<file path="src/rtl/mux_scan.sv">
// Channel multiplexer with manual select and timed auto-scan.
// Data_Out and Ch_Out are registered from the same next-channel value, so they always agree.
module mux_scan #(
    parameter int WIDTH  = 1,
    parameter int CH_NUM = 8,
    parameter int SEL_W  = 3,
    parameter int DWELL  = 50_000_000
) (
    input  logic                    CLK,
    input  logic                    RSTn,
    input  logic                    CSn,
    input  logic                    Mode,
    input  logic [SEL_W-1:0]        SW_In,
    input  logic [CH_NUM*WIDTH-1:0] Data_In,
    output logic [WIDTH-1:0]        Data_Out,
    output logic [SEL_W-1:0]        Ch_Out,
    output logic                    Ch_Valid
);

    localparam int CNT_W  = (DWELL > 1) ? $clog2(DWELL) : 1;
    localparam int CH_PAD = 1 << SEL_W;

    localparam logic [CNT_W-1:0] CNT_LAST = CNT_W'(DWELL - 1);
    localparam logic [SEL_W-1:0] CH_LAST  = SEL_W'(CH_NUM - 1);
    localparam logic [SEL_W:0]   CH_LIMIT = (SEL_W + 1)'(CH_NUM);

    typedef enum logic [1:0] {
        IDLE,
        MANUAL,
        AUTO
    } state_t;

    state_t           state, state_nxt;
    logic [CNT_W-1:0] cnt, cnt_nxt;
    logic [SEL_W-1:0] ch_nxt;
    logic [WIDTH-1:0] data_nxt;

    // Channel table padded to the full select range so any index is in bounds.
    logic [WIDTH-1:0] chan [CH_PAD];

    for (genvar i = 0; i < CH_PAD; i++) begin : g_chan
        if (i < CH_NUM) begin : g_used
            assign chan[i] = Data_In[i*WIDTH +: WIDTH];
        end else begin : g_pad
            assign chan[i] = '0;
        end
    end

    always_comb begin
        // NOTE: every output of this block gets a default first so no path can infer a latch.
        state_nxt = CSn ? IDLE : (Mode ? AUTO : MANUAL);
        cnt_nxt   = '0;
        ch_nxt    = Ch_Out;

        case (state_nxt)
            MANUAL: begin
                if ({1'b0, SW_In} < CH_LIMIT) begin
                    ch_nxt = SW_In;
                end
            end
            AUTO: begin
                // The entry edge only restarts the dwell; counting begins on the next edge.
                if (state == AUTO) begin
                    if (cnt == CNT_LAST) begin
                        ch_nxt = (Ch_Out == CH_LAST) ? '0 : Ch_Out + SEL_W'(1);
                    end else begin
                        cnt_nxt = cnt + CNT_W'(1);
                    end
                end
            end
            default: ;
        endcase

        data_nxt = (state_nxt == IDLE) ? '0 : chan[ch_nxt];
    end

    // NOTE: reset is synchronous, sampled only at the clock edge; all state uses non-blocking assignment.
    always_ff @(posedge CLK) begin
        if (!RSTn) begin
            state    <= IDLE;
            cnt      <= '0;
            Ch_Out   <= '0;
            Data_Out <= '0;
            Ch_Valid <= 1'b0;
        end else begin
            state    <= state_nxt;
            cnt      <= cnt_nxt;
            Ch_Out   <= ch_nxt;
            Data_Out <= data_nxt;
            Ch_Valid <= (ch_nxt != Ch_Out);
        end
    end

endmodule

</file>
<file path="config.mk">
export PLATFORM = sky130hd
export DESIGN_NAME = mux_scan
export DESIGN_NICKNAME = d
export VERILOG_FILES = /design/src/rtl/mux_scan.sv
export SDC_FILE = /design/constraint.sdc
export NUM_CORES = 1
export LEC_CHECK = 0
export CAP_MARGIN = 30
export CORE_UTILIZATION = 59
export DETAILED_ROUTE_END_ITERATION = 8
export GPL_ROUTABILITY_DRIVEN = 1
export GPL_TIMING_DRIVEN = 0
export PLACE_DENSITY_LB_ADDON = 0.08
export SLEW_MARGIN = 20
export SYNTH_ARGS = -nofsm -noshare
export SYNTH_HDL_FRONTEND = slang
export SYNTH_SLANG_ARGS = --single-unit
export TNS_END_PERCENT = 20
</file>
<file path="constraint.sdc">
create_clock -name CLK -period 4.5 [get_ports CLK]
set_input_delay 0.9 -clock CLK [delete_from_list [all_inputs] [get_ports CLK]]
set_output_delay 0.9 -clock CLK [all_outputs]
set_load 0.02 [all_outputs]
</file>
After elaboration in Yosys (flattened, before gate mapping)
Index checks and enable logic that the tools add are counted.

operators by class
  eq/ne operators = 6
  muxes and demuxes = 9
  bitwise gates (word level) = 4
  order comparisons = 1
  reduce and logical (&&, ||, !) cells = 3
  add/sub/neg operators = 2

operators by type and width
  kind                                                      count
  adder 26 x 1 -> 26 bit, second input constant             1
  equality test 26 bit, second input constant               1
  two-way mux 3 bit                                         3
  case mux 3 bit (2 select lines)                           1
  equality test 2 bit, second input constant                2
  greater-or-equal comparator 4 bit, second input constant  1
  two-way mux 2 bit                                         2
  NOT 3 -> 4 bit                                            1
  OR reduction 4 bit                                        1
  adder 3 x 1 -> 3 bit, second input constant               1
  binary-select mux 1 bit (select 3 bit)                    1
  equality test 3 bit, second input constant                1
  inequality test 3 bit                                     1
  NOT 1 bit                                                 3
  equality test 2 x 1 -> 1 bit, second input constant       1
  zero test 2 bit                                           1
  two-way mux 1 bit                                         2
  OR reduction 2 bit                                        1

word-level totals
  register bits after elaboration = 33
  logic and storage cells = 30
  input bits = 15
  output and inout port bits = 5

Logic depth before layout (Yosys ltp)
  word-level depth = 9
  depth in mapped cells = 9
  mapped depth without buffers = 9

Worst setup path before layout
OpenSTA, ideal clock, no wires.

  path type = input-to-reg
  start = input port CSn
  end = register Data_Out
  path buffers = 1
  data arrival time = 2.369 ns
  path slack = 2.059 ns
  cell stages on the path = 7
  cell sequence = clkbuf_1 nor3_1 a31oi_2 inv_1 o21ai_2 mux2_2 o22ai_2

between the ends
  cells in the longest elaborated chain, start to end = 7
  elaborated cells on any way between the ends = 10
  those cells by class = 2 x eq/ne; 5 x mux; 1 x bitwise; 2 x reduce/logical

ends and longest elaborated chain
  item                                                                        RTL line  RTL
  from (decl)                                                                 11        input logic CSn,
  two-way mux 2 bit (*)                                                       51        state_nxt = CSn ? IDLE : (Mode ? AUTO : MANUAL);
  equality test 2 bit / equality test 2 x 1 -> 1 bit (equally long branches)  55        case (state_nxt)
  case mux 3 bit (2 select lines)                                             55
  NOT 3 -> 4 bit (not written as such)                                        74        data_nxt = (state_nxt == IDLE) ? '0 : chan[ch_nxt];
  binary-select mux 1 bit (select 3 bit)                                      74
  two-way mux 1 bit (not written as such) (2 in series)                       74
  to (signal assigned)                                                        89        Data_Out <= data_nxt;
  to (decl)                                                                   15        output logic [WIDTH-1:0] Data_Out,

Mark *: on every way between the ends. The rest lies on a longest branch, timed or not. The select of a mux whose other input is x is not followed.
A chain may end at the register's enable or synchronous reset.

Worst setup path after layout
  start = register Ch_Out[2]
  end = output port Ch_Out[2]

RTL lines
  item                    RTL line  RTL
  from (decl)             16        output logic [SEL_W-1:0] Ch_Out,
  from (signal assigned)  88        Ch_Out <= ch_nxt;

No word-level cell between the ends.

==> results_dict.tcl <==
set metrics [dict create \
    viasPerCell 5.68 \
    htreeDepth 2 \
    syn_area_per_cell_um2 9.16 \
    routed_wl_um 3360 \
    grt_pass1_vias 1182 \
    fmax_ghz 0.421 \
    clkTransAtPathRegs_ns 0.11 \
    initialDrtViolationCount 15 \
    areaGrowthSynthToFinish_pct 15.8 \
    dieArea_um2 3040 \
    seq_area_frac_synth 0.396 \
    power.switching_mw 0.132 \
    synthTopCellsByCount "dfxtp_1, nor2_1, xor2_1" \
    portBuffers 17 \
    worstSetupStartpointType "flop" \
    timing.max_cap.violations 0 \
    ir_worst_vdd_uv 296 \
    place_inst 229 \
    initial_core_util 0.650 \
    antenna_found_initial 0 \
    cp.required_ns 3.60 \
    rsz0062_at_grt "no" \
    overflow 0 \
    wl_per_cell_um 14.2 \
    drv_slew 0 \
    die_h_um 55.2 \
    post-cts-setup-buffer-count 0 \
    period_share 0.528 \
    crit_chain "clkdlybuf4s50_1" \
    ys_types 39 \
    crit_slowest_cell "clkdlybuf4s50_1" \
    antenna_cells 0 \
    io-pin-count 20 \
    p_total_mw 0.514 \
    worst-path-buf-inv 1 \
    critPathKind "flop to primary output" \
    tns_ns 0 \
    grt_use_total 0.238 \
    period_needed_ns 2.38 \
    dr.pass1.iters 4 \
    p_comb_frac 0.098 \
    path_delay_family "buffers and inverters" \
    seq_area_um2 661 \
    multi_input_area_um2 942 \
    ys_async_sr_fraction 0 \
    synth-seq-cells 33 \
    dr_total_vias 1347 \
    hold_viol_final 0 \
    swShare 0.257 \
    synthTopCellsByArea "dfxtp_1, xor2_1, nor2_1, xnor2_1, nand3_1" \
    syn_nets 200 \
    dieWidth_um 55.2 \
    core_um2 2570 \
    min_path_type "flop to flop" \
    post_cts_resized 0 \
    yosys.cell_count.top_type "dfxtp_1" \
    clkPwrFrac 0.321 \
    synth_edf_count 0 \
    grt_pass1_wl_um 4980 \
    ctsLongestPathBuffers 2 \
    cts_buffers 5 \
    drtAntennaViolNets 0 \
    synth_top_area_share 0.396 \
    root_buffer "clkbuf_4" \
    cts_tree "yes" \
    fin_cells 237 \
    rows 18 \
    powerDensity_nw_per_um2 266 \
    yosysWarnings 0 \
    status "complete, no violations" \
    intPower_mw 0.382 \
    remaining_drc_errors 0 \
    cts_hold_buf 0 \
    setup_violations 0 \
    post-synth-top-area-cell "dfxtp_1" \
    slew_headroom 0.697 \
    place.gp.congestion 0.770 \
    path_max_fanout 4 \
    drive_gt1_frac 0.116 \
    nets 224 \
    yosys_most_used_dff "dfxtp_1" \
    arrival_ns 1.48 \
    nFillCells 190 \
    clk_latency_ns 0.34 \
    finClkSkew_ns 0.0130 \
    worst_slew_pin_slew_ns 0.455 \
    p_leak_nw 0.691 \
    grt_max_degree 12 \
    syn-cell-area_um2 1670 \
    critPathCaptureType "primary output" \
    cts.sinks 33 \
    pwr-share-seq 0.581 \
    final_core_util 0.752 \
    dp_hpwl_um 2570 \
    syn_inst 182 \
    cpPeakStageDelay_ns 0.66 \
]
[flip-flops by register name (all words and copies together) (netlist names)]
signal and count:
state 2, Ch_Out 3, Data_Out 1, Ch_Valid 1, cnt 26
[metal layers]
metal / vias to the layer above / routed length (µm) / track usage
met5: - / 0 / 0
met4: 0 / 34 / 0.0875
met3: 6 / 168 / 0.0874
met2: 33 / 1690 / 0.424
met1: 632 / 1470 / 0.254
li1: 676 / - / -
[cells by family after synthesis]
| kind of cell | Yosys count | synth area share |
|---|---|---|
| flops | 33 | 0.396 |
| buf+inv | 13 | 0.0390 |
| xor+xnor | 23 | 0.121 |
| mux | 6 | 0.0375 |
| compound gates | 16 | 0.0908 |
| simple gates | 88 | 0.293 |
| fa+ha+maj | 3 | 0.0225 |
[area by class of cell]
type / instances / share of cell area
timing repair buffer: 17 / 0.0881
sequential: 33 / 0.342
inverter: 6 / 0.0117
tap: 30 / 0.0194
buffer: 7 / 0.0220
clock inverter: 3 / 0.00907
multi-input combinational: 136 / 0.488
clock buffer: 5 / 0.0194
[power groups by stage]
stage	Sequential [mW]	Clock (mW)	Combinational (mW)
global placement	0.306	0	0.0486
CTS	0.299	0.166	0.0505
finish	0.299	0.165	0.0503
global route	0.300	0.178	0.0541
detailed placement	0.306	0	0.0503
floorplan	0.309	0	0.0249
[worst register-to-register path: cells and delay by family, from the launching register on]
| kind | cells | cell delay (ns) |
|---|---|---|
| AND/OR/NAND/NOR | 2 | 0.25 |
| adder cells (fa/ha/maj) | 2 | 0.50 |
| AO/OA/AOI/OAI | 3 | 0.57 |
| flip-flops | 1 | 0.37 |
| multiplexers | 2 | 0.40 |
[worst paths after layout]
kind                  start   endpoint  slack (ns)  cells past startpoint
setup / recovery  Ch_Out[2]  Ch_Out[2]        2.12                      1
hold / removal      cnt[23]    cnt[23]        0.50                      2
hold reg to reg     cnt[23]    cnt[23]        0.50                      2
setup reg to reg  Ch_Out[0]   Data_Out        2.36                      9
[layout by cell type (no fill, tap or decap), types with 4 or more instances in the layout]
master	instances
dfxtp_1	33
nand3_1	11
xor2_1	16
nand4_1	4
inv_1	6
clkdlybuf4s50_1	17
nand2_1	9
nor2_1	32
and3_1	5
a21oi_1	4
clkbuf_4	5
nor3_1	5
xnor2_1	7
clkbuf_1	4
mux2i_1	4
[per-stage QoR]
| stage | setup WS [ns] | hold slack, ns | instance area, µm² |
|---|---|---|---|
| CTS | 2.12 | 0.496 | 1930 |
| global route | 2.08 | 0.543 | 1930 |
| detailed placement | 1.84 | 0.481 | 1880 |
| floorplan | 2.06 | 0.451 | 1670 |
| finish | 2.12 | 0.498 | 1930 |
| global placement | 1.89 | 0.463 | 1880 |
Note: power is estimated with default switching activity, not from simulation.
